## src/rtl/instr_fetch_if.sv

```systemverilog
// -----------------------------------------------------------------------------
// instr_fetch_if
//  Read port between the instruction fetch stage and instruction memory.
//  Only one read is outstanding at a time. The requester holds imem_req and
//  imem_addr steady until memory answers with a one-cycle imem_valid pulse.
//  imem_rdata is meaningful only while imem_valid is high.
//
//  Signals
//   imem_req    fetch -> mem   read request, held until imem_valid
//   imem_addr   fetch -> mem   word address (PC_W bits)
//   imem_rdata  mem -> fetch   instruction word (INSTR_W bits)
//   imem_valid  mem -> fetch   read data valid, single-cycle pulse
//
//  Modports
//   master  the fetch stage
//   slave   the instruction memory
// -----------------------------------------------------------------------------
interface instr_fetch_if #(
   parameter int PC_W    = 8,
   parameter int INSTR_W = 9
);
   logic               imem_req;
   logic [PC_W-1:0]    imem_addr;
   logic [INSTR_W-1:0] imem_rdata;
   logic               imem_valid;

   modport master (
      output imem_req,
      output imem_addr,
      input  imem_rdata,
      input  imem_valid
   );

   modport slave (
      input  imem_req,
      input  imem_addr,
      output imem_rdata,
      output imem_valid
   );
endinterface

```

## src/rtl/instr_fetch.sv

```systemverilog
// -----------------------------------------------------------------------------
// instr_fetch
//  Non-pipelined instruction fetch stage. It requests one word from
//  instruction memory, latches the word and presents its fields to the
//  decoder, then moves the PC on: +1, or to a branch target. A HALT opcode
//  (4'b1110) parks the stage until reset.
//
//  Ports
//   clk            clock, rising edge
//   rst_n          asynchronous active-low reset
//   imem           instr_fetch_if.master (imem_req/addr/rdata/valid)
//   start          leave IDLE and begin fetching at the current PC
//   stall          downstream not ready; hold the issued instruction
//   branch_taken   redirect request, sampled only when an issue is accepted
//   branch_target  redirect destination
//   instr_valid    decoded fields and pc_out are valid
//   opcode/format/imm_flag/operand  fields of the latched word
//   pc_out         address of the issued instruction
//   halted         HALT retired; fetching has stopped
//   retire_cnt     (FETCH_RETIRE_CNT_EN only) saturating count of accepts
//
//  Configuration macro: FETCH_RETIRE_CNT_EN adds the retire_cnt output.
// -----------------------------------------------------------------------------
module instr_fetch #(
   parameter int PC_W     = 8,
   parameter int INSTR_W  = 9,
   parameter int RESET_PC = 0
) (
   input  logic              clk,
   input  logic              rst_n,
   instr_fetch_if.master     imem,
   input  logic              start,
   input  logic              stall,
   input  logic              branch_taken,
   input  logic [PC_W-1:0]   branch_target,
   output logic              instr_valid,
   output logic [3:0]        opcode,
   output logic [1:0]        format,
   output logic              imm_flag,
   output logic [1:0]        operand,
   output logic [PC_W-1:0]   pc_out,
   output logic              halted
`ifdef FETCH_RETIRE_CNT_EN
   ,
   output logic [15:0]       retire_cnt
`endif
);

   localparam logic [PC_W-1:0] RESET_PC_V = PC_W'(RESET_PC);
   localparam logic [3:0]      OP_HALT    = 4'b1110;

   typedef enum logic [1:0] {
      IDLE,
      FETCH,
      ISSUE,
      HALTED
   } state_t;

   state_t             state_reg,  state_next;
   logic [PC_W-1:0]    pc_reg,     pc_next;
   logic [PC_W-1:0]    pc_out_reg, pc_out_next;
   logic [INSTR_W-1:0] instr_reg,  instr_next;
   logic               accept;

   always_ff @(posedge clk or negedge rst_n) begin
      if (!rst_n) begin
         state_reg  <= IDLE;
         pc_reg     <= RESET_PC_V;
         pc_out_reg <= RESET_PC_V;
         instr_reg  <= '0;
      end else begin
         state_reg  <= state_next;
         pc_reg     <= pc_next;
         pc_out_reg <= pc_out_next;
         instr_reg  <= instr_next;
      end
   end

   always_comb begin
      state_next  = state_reg;
      pc_next     = pc_reg;
      pc_out_next = pc_out_reg;
      instr_next  = instr_reg;
      accept      = 1'b0;
      imem.imem_req = 1'b0;
      instr_valid = 1'b0;
      halted      = 1'b0;

      case (state_reg)
         IDLE: begin
            if (start) state_next = FETCH;
         end
         FETCH: begin
            imem.imem_req = 1'b1;
            if (imem.imem_valid) begin
               instr_next  = imem.imem_rdata;
               pc_out_next = pc_reg;
               state_next  = ISSUE;
            end
         end
         ISSUE: begin
            instr_valid = 1'b1;
            // Under stall nothing moves, so branch_taken has no effect here.
            if (!stall) begin
               accept = 1'b1;
               if (instr_reg[8:5] == OP_HALT) begin
                  // HALT wins over a simultaneous branch and keeps the PC.
                  state_next = HALTED;
               end else if (branch_taken) begin
                  pc_next    = branch_target;
                  state_next = FETCH;
               end else begin
                  pc_next    = pc_reg + 1'b1;   // wraps at 2^PC_W
                  state_next = FETCH;
               end
            end
         end
         HALTED: begin
            halted = 1'b1;
         end
         default: state_next = IDLE;
      endcase
   end

   assign imem.imem_addr = pc_reg;
   assign opcode         = instr_reg[8:5];
   assign format         = instr_reg[4:3];
   assign imm_flag       = instr_reg[2];
   assign operand        = instr_reg[1:0];
   assign pc_out         = pc_out_reg;

`ifdef FETCH_RETIRE_CNT_EN
   always_ff @(posedge clk or negedge rst_n) begin
      if (!rst_n) begin
         retire_cnt <= '0;
      end else if (accept && (retire_cnt != 16'hFFFF)) begin
         retire_cnt <= retire_cnt + 16'd1;
      end
   end
`endif

endmodule

```

## src/flat_wrapper.sv

```systemverilog
// flat-port wrapper written by rule: the top's interface ports become plain ports
module instr_fetch_flat 
#(
   parameter int PC_W     = 8,
   parameter int INSTR_W  = 9,
   parameter int RESET_PC = 0
)
  (clk, rst_n, start, stall, branch_taken, branch_target, instr_valid, opcode, format, imm_flag, operand, pc_out, halted, imem_imem_req, imem_imem_addr, imem_imem_rdata, imem_imem_valid);
  instr_fetch_if #(.PC_W(PC_W), .INSTR_W(INSTR_W)) imem_i ();
  input  logic clk;
  input  logic rst_n;
  input  logic start;
  input  logic stall;
  input  logic branch_taken;
  input  logic [PC_W-1:0] branch_target;
  output logic instr_valid;
  output logic [3:0] opcode;
  output logic [1:0] format;
  output logic imm_flag;
  output logic [1:0] operand;
  output logic [PC_W-1:0] pc_out;
  output logic halted;
  output wire logic [$bits(imem_i.imem_req)-1:0] imem_imem_req;
  output wire logic [$bits(imem_i.imem_addr)-1:0] imem_imem_addr;
  input wire logic [$bits(imem_i.imem_rdata)-1:0] imem_imem_rdata;
  input wire logic [$bits(imem_i.imem_valid)-1:0] imem_imem_valid;
  assign imem_imem_req = imem_i.imem_req;
  assign imem_imem_addr = imem_i.imem_addr;
  assign imem_i.imem_rdata = imem_imem_rdata;
  assign imem_i.imem_valid = imem_imem_valid;
  instr_fetch #(.PC_W(PC_W), .INSTR_W(INSTR_W), .RESET_PC(RESET_PC)) u_core (.clk(clk), .rst_n(rst_n), .imem(imem_i), .start(start), .stall(stall), .branch_taken(branch_taken), .branch_target(branch_target), .instr_valid(instr_valid), .opcode(opcode), .format(format), .imm_flag(imm_flag), .operand(operand), .pc_out(pc_out), .halted(halted));
endmodule
```

## config.mk

```make
export PLATFORM = sky130hd
export DESIGN_NAME = instr_fetch_flat
export DESIGN_NICKNAME = d
export VERILOG_FILES = /design/src/rtl/instr_fetch_if.sv /design/src/rtl/instr_fetch.sv /design/src/flat_wrapper.sv
export SDC_FILE = /design/constraint.sdc
export NUM_CORES = 1
export LEC_CHECK = 0
export CAP_MARGIN = 20
export CELL_PAD_IN_SITES_DETAIL_PLACEMENT = 0
export CELL_PAD_IN_SITES_GLOBAL_PLACEMENT = 1
export CORE_ASPECT_RATIO = 1.25
export CORE_MARGIN = 3
export CORE_UTILIZATION = 34
export CTS_BUF_LIST = sky130_fd_sc_hd__clkbuf_2
export CTS_CLUSTER_SIZE = 24
export DETAILED_ROUTE_END_ITERATION = 10
export PLACE_DENSITY = 0.87
export SYNTH_ARGS = -nofsm -noshare
export SYNTH_HDL_FRONTEND = slang
export SYNTH_SLANG_ARGS = --single-unit
```

## constraint.sdc

```tcl
create_clock -name clk -period 2.3 [get_ports clk]
set_input_delay 0.345 -clock clk [delete_from_list [all_inputs] [get_ports clk]]
set_output_delay 0.345 -clock clk [all_outputs]
set_load 0.1 [all_outputs]
```

==> impl_metrics.toml <==
[run_status]
status = "completed"

[synthesis]
synth_top_cell_by_area = "dfrtp_1"
yosysWarnings = 0
synth_ff_type = "dfrtp_1"
syn-mean-instance-area_um2 = 11.3
ys_seq_area_frac = 0.511
synth_cells = 117
syn_area_um2 = 1320
post-synth-top-count-cell = "dfrtp_1"
ys_seq_elements = 27
synth_edf_count = 0
synth_top_area_frac = 0.511
syn-num-nets = 147
synth.area.top_cells = "dfrtp_1 (51%), mux2_2 (13%), ha_1 (6.6%)"
ys_top_cells_by_count = "dfrtp_1 (27), mux2_2 (15), nand2_1 (12)"
synth.distinct_cells = 27
synthArstFlopShare = 1.00

[clock_network]
clk_pin_slew_ps = 270
ctsRootBufferMaster = "clkbuf_2"
clock_path_buffers = 2
numCtsBuffers = 3
post-cts-setup-buffers = 0
h-tree-depth = 1
cts_tree = "built"
insertion_delay_ps = 360
cts_hold_buffers = 0
cts_resized = 0
clock-sinks = 27

[place]
place_congestion = 0.834
dp_hpwl_um = 2370
port_buffers = 50

[min_path]
hold_path.class = "primary input to async pin"

[worst_setup_path]
cp.arrival_ps = 2340
worstPathCellList = "inv_1 -> ha_2 -> or3b_1 -> buf_4 -> a22o_1 -> nor3_1"
start_kind = "flop"
cp_max_fo = 12
path_buf_inv = 2
worst-endpoint-required_ps = 2600
critPathCaptureType = "flop"
cpMaxStageDelayCell = "or3b_1"
slowest_delay_ps = 520
crit_type = "flop to flop"
cpLargestDelayFamily = "simple AND/OR/NAND/NOR gates"

[detailed_routing]
drtAntennaViolNets = 0
viasPerCell = 5.17
first_pass_iters = 4
drc = 0
num_vias = 1086
drt_wl_total_um = 3080
drt_iter0_drc = 51
wire_per_inst_um = 14.6

[sta]
rsz0062_at_grt = "no"
fmax_mhz = 490
period_needed_ps = 2040
maxSlewHeadroom = 0.761
setup_viol = 0
drv_slew = 0
tightest_slew_ps = 358
timing.hold.ws_ps = 301
finalClockSkew_ps = 14.8
post-route-period-util = 0.887
setup_tns_ps = 0
hold_violations = 0

[die]
start_util = 0.367
rows = 24
die_area_um2 = 4670
pin_count = 51
die_w_um = 61.8
die_h_um = 75.7
core-area_um2 = 3600

[cells_and_area]
area_growth_pct = 38.4
largest_reg_flops = 9
nFillCells = 344
finalNetCount = 202
antenna_cells = 0
drive_gt1_frac = 0.327

[global_route]
antenna_found_initial = 0
grt-ovfl-total = 0
grt_usage = 0.134
grt_max_degree = 28
grt_pass1_vias = 1038
grt_pass1_wl_um = 4750

[job]
drv_cap = 0
-- metal layers --
metal / wire length (µm) / vias to the layer above / global-route usage / share of wire
met5: 0 / - / 0 / 0
met4: 27 / 0 / 0.0425 / 0.0088
met3: 155 / 2 / 0.0237 / 0.050
met2: 1620 / 31 / 0.240 / 0.53
met1: 1270 / 527 / 0.160 / 0.41
li1: - / 526 / - / -
-- layout by cell type (no fill, tap or decap), types with 2 or more instances in the layout --
cell type,n
clkbuf_2,3
nand2_1,12
inv_1,7
buf_4,32
nor4_1,4
o21ai_0,8
nor3_1,4
clkdlybuf4s50_1,22
mux2_2,15
a221o_2,2
a22o_1,3
nor2_1,5
ha_1,5
nand3_1,3
o211ai_1,2
dfrtp_1,27
ha_2,2
a21oi_1,3
-- layout make-up --
cell class,instances,area (µm²),share of cell area
Multi-Input combinational cell,79,594,0.325
Clock inverter,1,7.51,0.00411
Inverter,7,26.3,0.0144
Sequential cell,27,676,0.370
Clock buffer,3,15.0,0.00821
Tap cell,39,48.8,0.0267
Timing Repair Buffer,54,460,0.252
-- worst paths after layout --
| kind | to | start | cells after the start | slack (ps) |
|---|---|---|---|---|
| worst max-delay path | u_core.imem.imem_addr[7] | u_core.state_reg[0] | 6 | 260 |
| min in group clk | u_core.pc_out[5] | u_core.pc_out[5] | 2 | 530 |
| max in group asynchronous | u_core.instr_reg[6] | rst_n | 2 | 1730 |
| worst min-delay path | u_core.imem.imem_addr[2] | rst_n | 2 | 300 |
| worst max register to register | u_core.imem.imem_addr[7] | u_core.state_reg[0] | 6 | 260 |
| worst min register to register | u_core.pc_out[5] | u_core.pc_out[5] | 2 | 530 |
-- metrics by stage --
| stage | util | setup slack, ps | instances | instance area [µm²] |
|---|---|---|---|---|
| 2_1_floorplan | - | 62.4 | 117 | 1330 |
| 3_3_place_gp | 0.501 | 296 | 206 | 1810 |
| 3_5_place_dp | 0.501 | 218 | 206 | 1810 |
| 4_1_cts | 0.507 | 228 | 210 | 1830 |
| 5_1_grt | 0.507 | 104 | 210 | 1830 |
| 6_report | 0.507 | 259 | 210 | 1830 |
-- worst register-to-register path, delay by kind of cell (launching register included) --
family / cells / cell delay [ps]
AND/OR/NAND/NOR: 2 / 690
AO/OA/AOI/OAI: 1 / 230
adder cells (fa/ha/maj): 1 / 210
flip-flops: 1 / 510
buffers and inverters: 2 / 340
-- logic make-up after synthesis --
logic type | synth area share
AOI/OAI and AO/OA | 0.110
adders and majority gates | 0.0663
buffers and inverters | 0.0426
DFF | 0.511
muxes | 0.135
and+or+nand+nor | 0.134
Power is not shown: default switching activity piles up to over one toggle a cycle in this logic, so the estimate is an artifact.
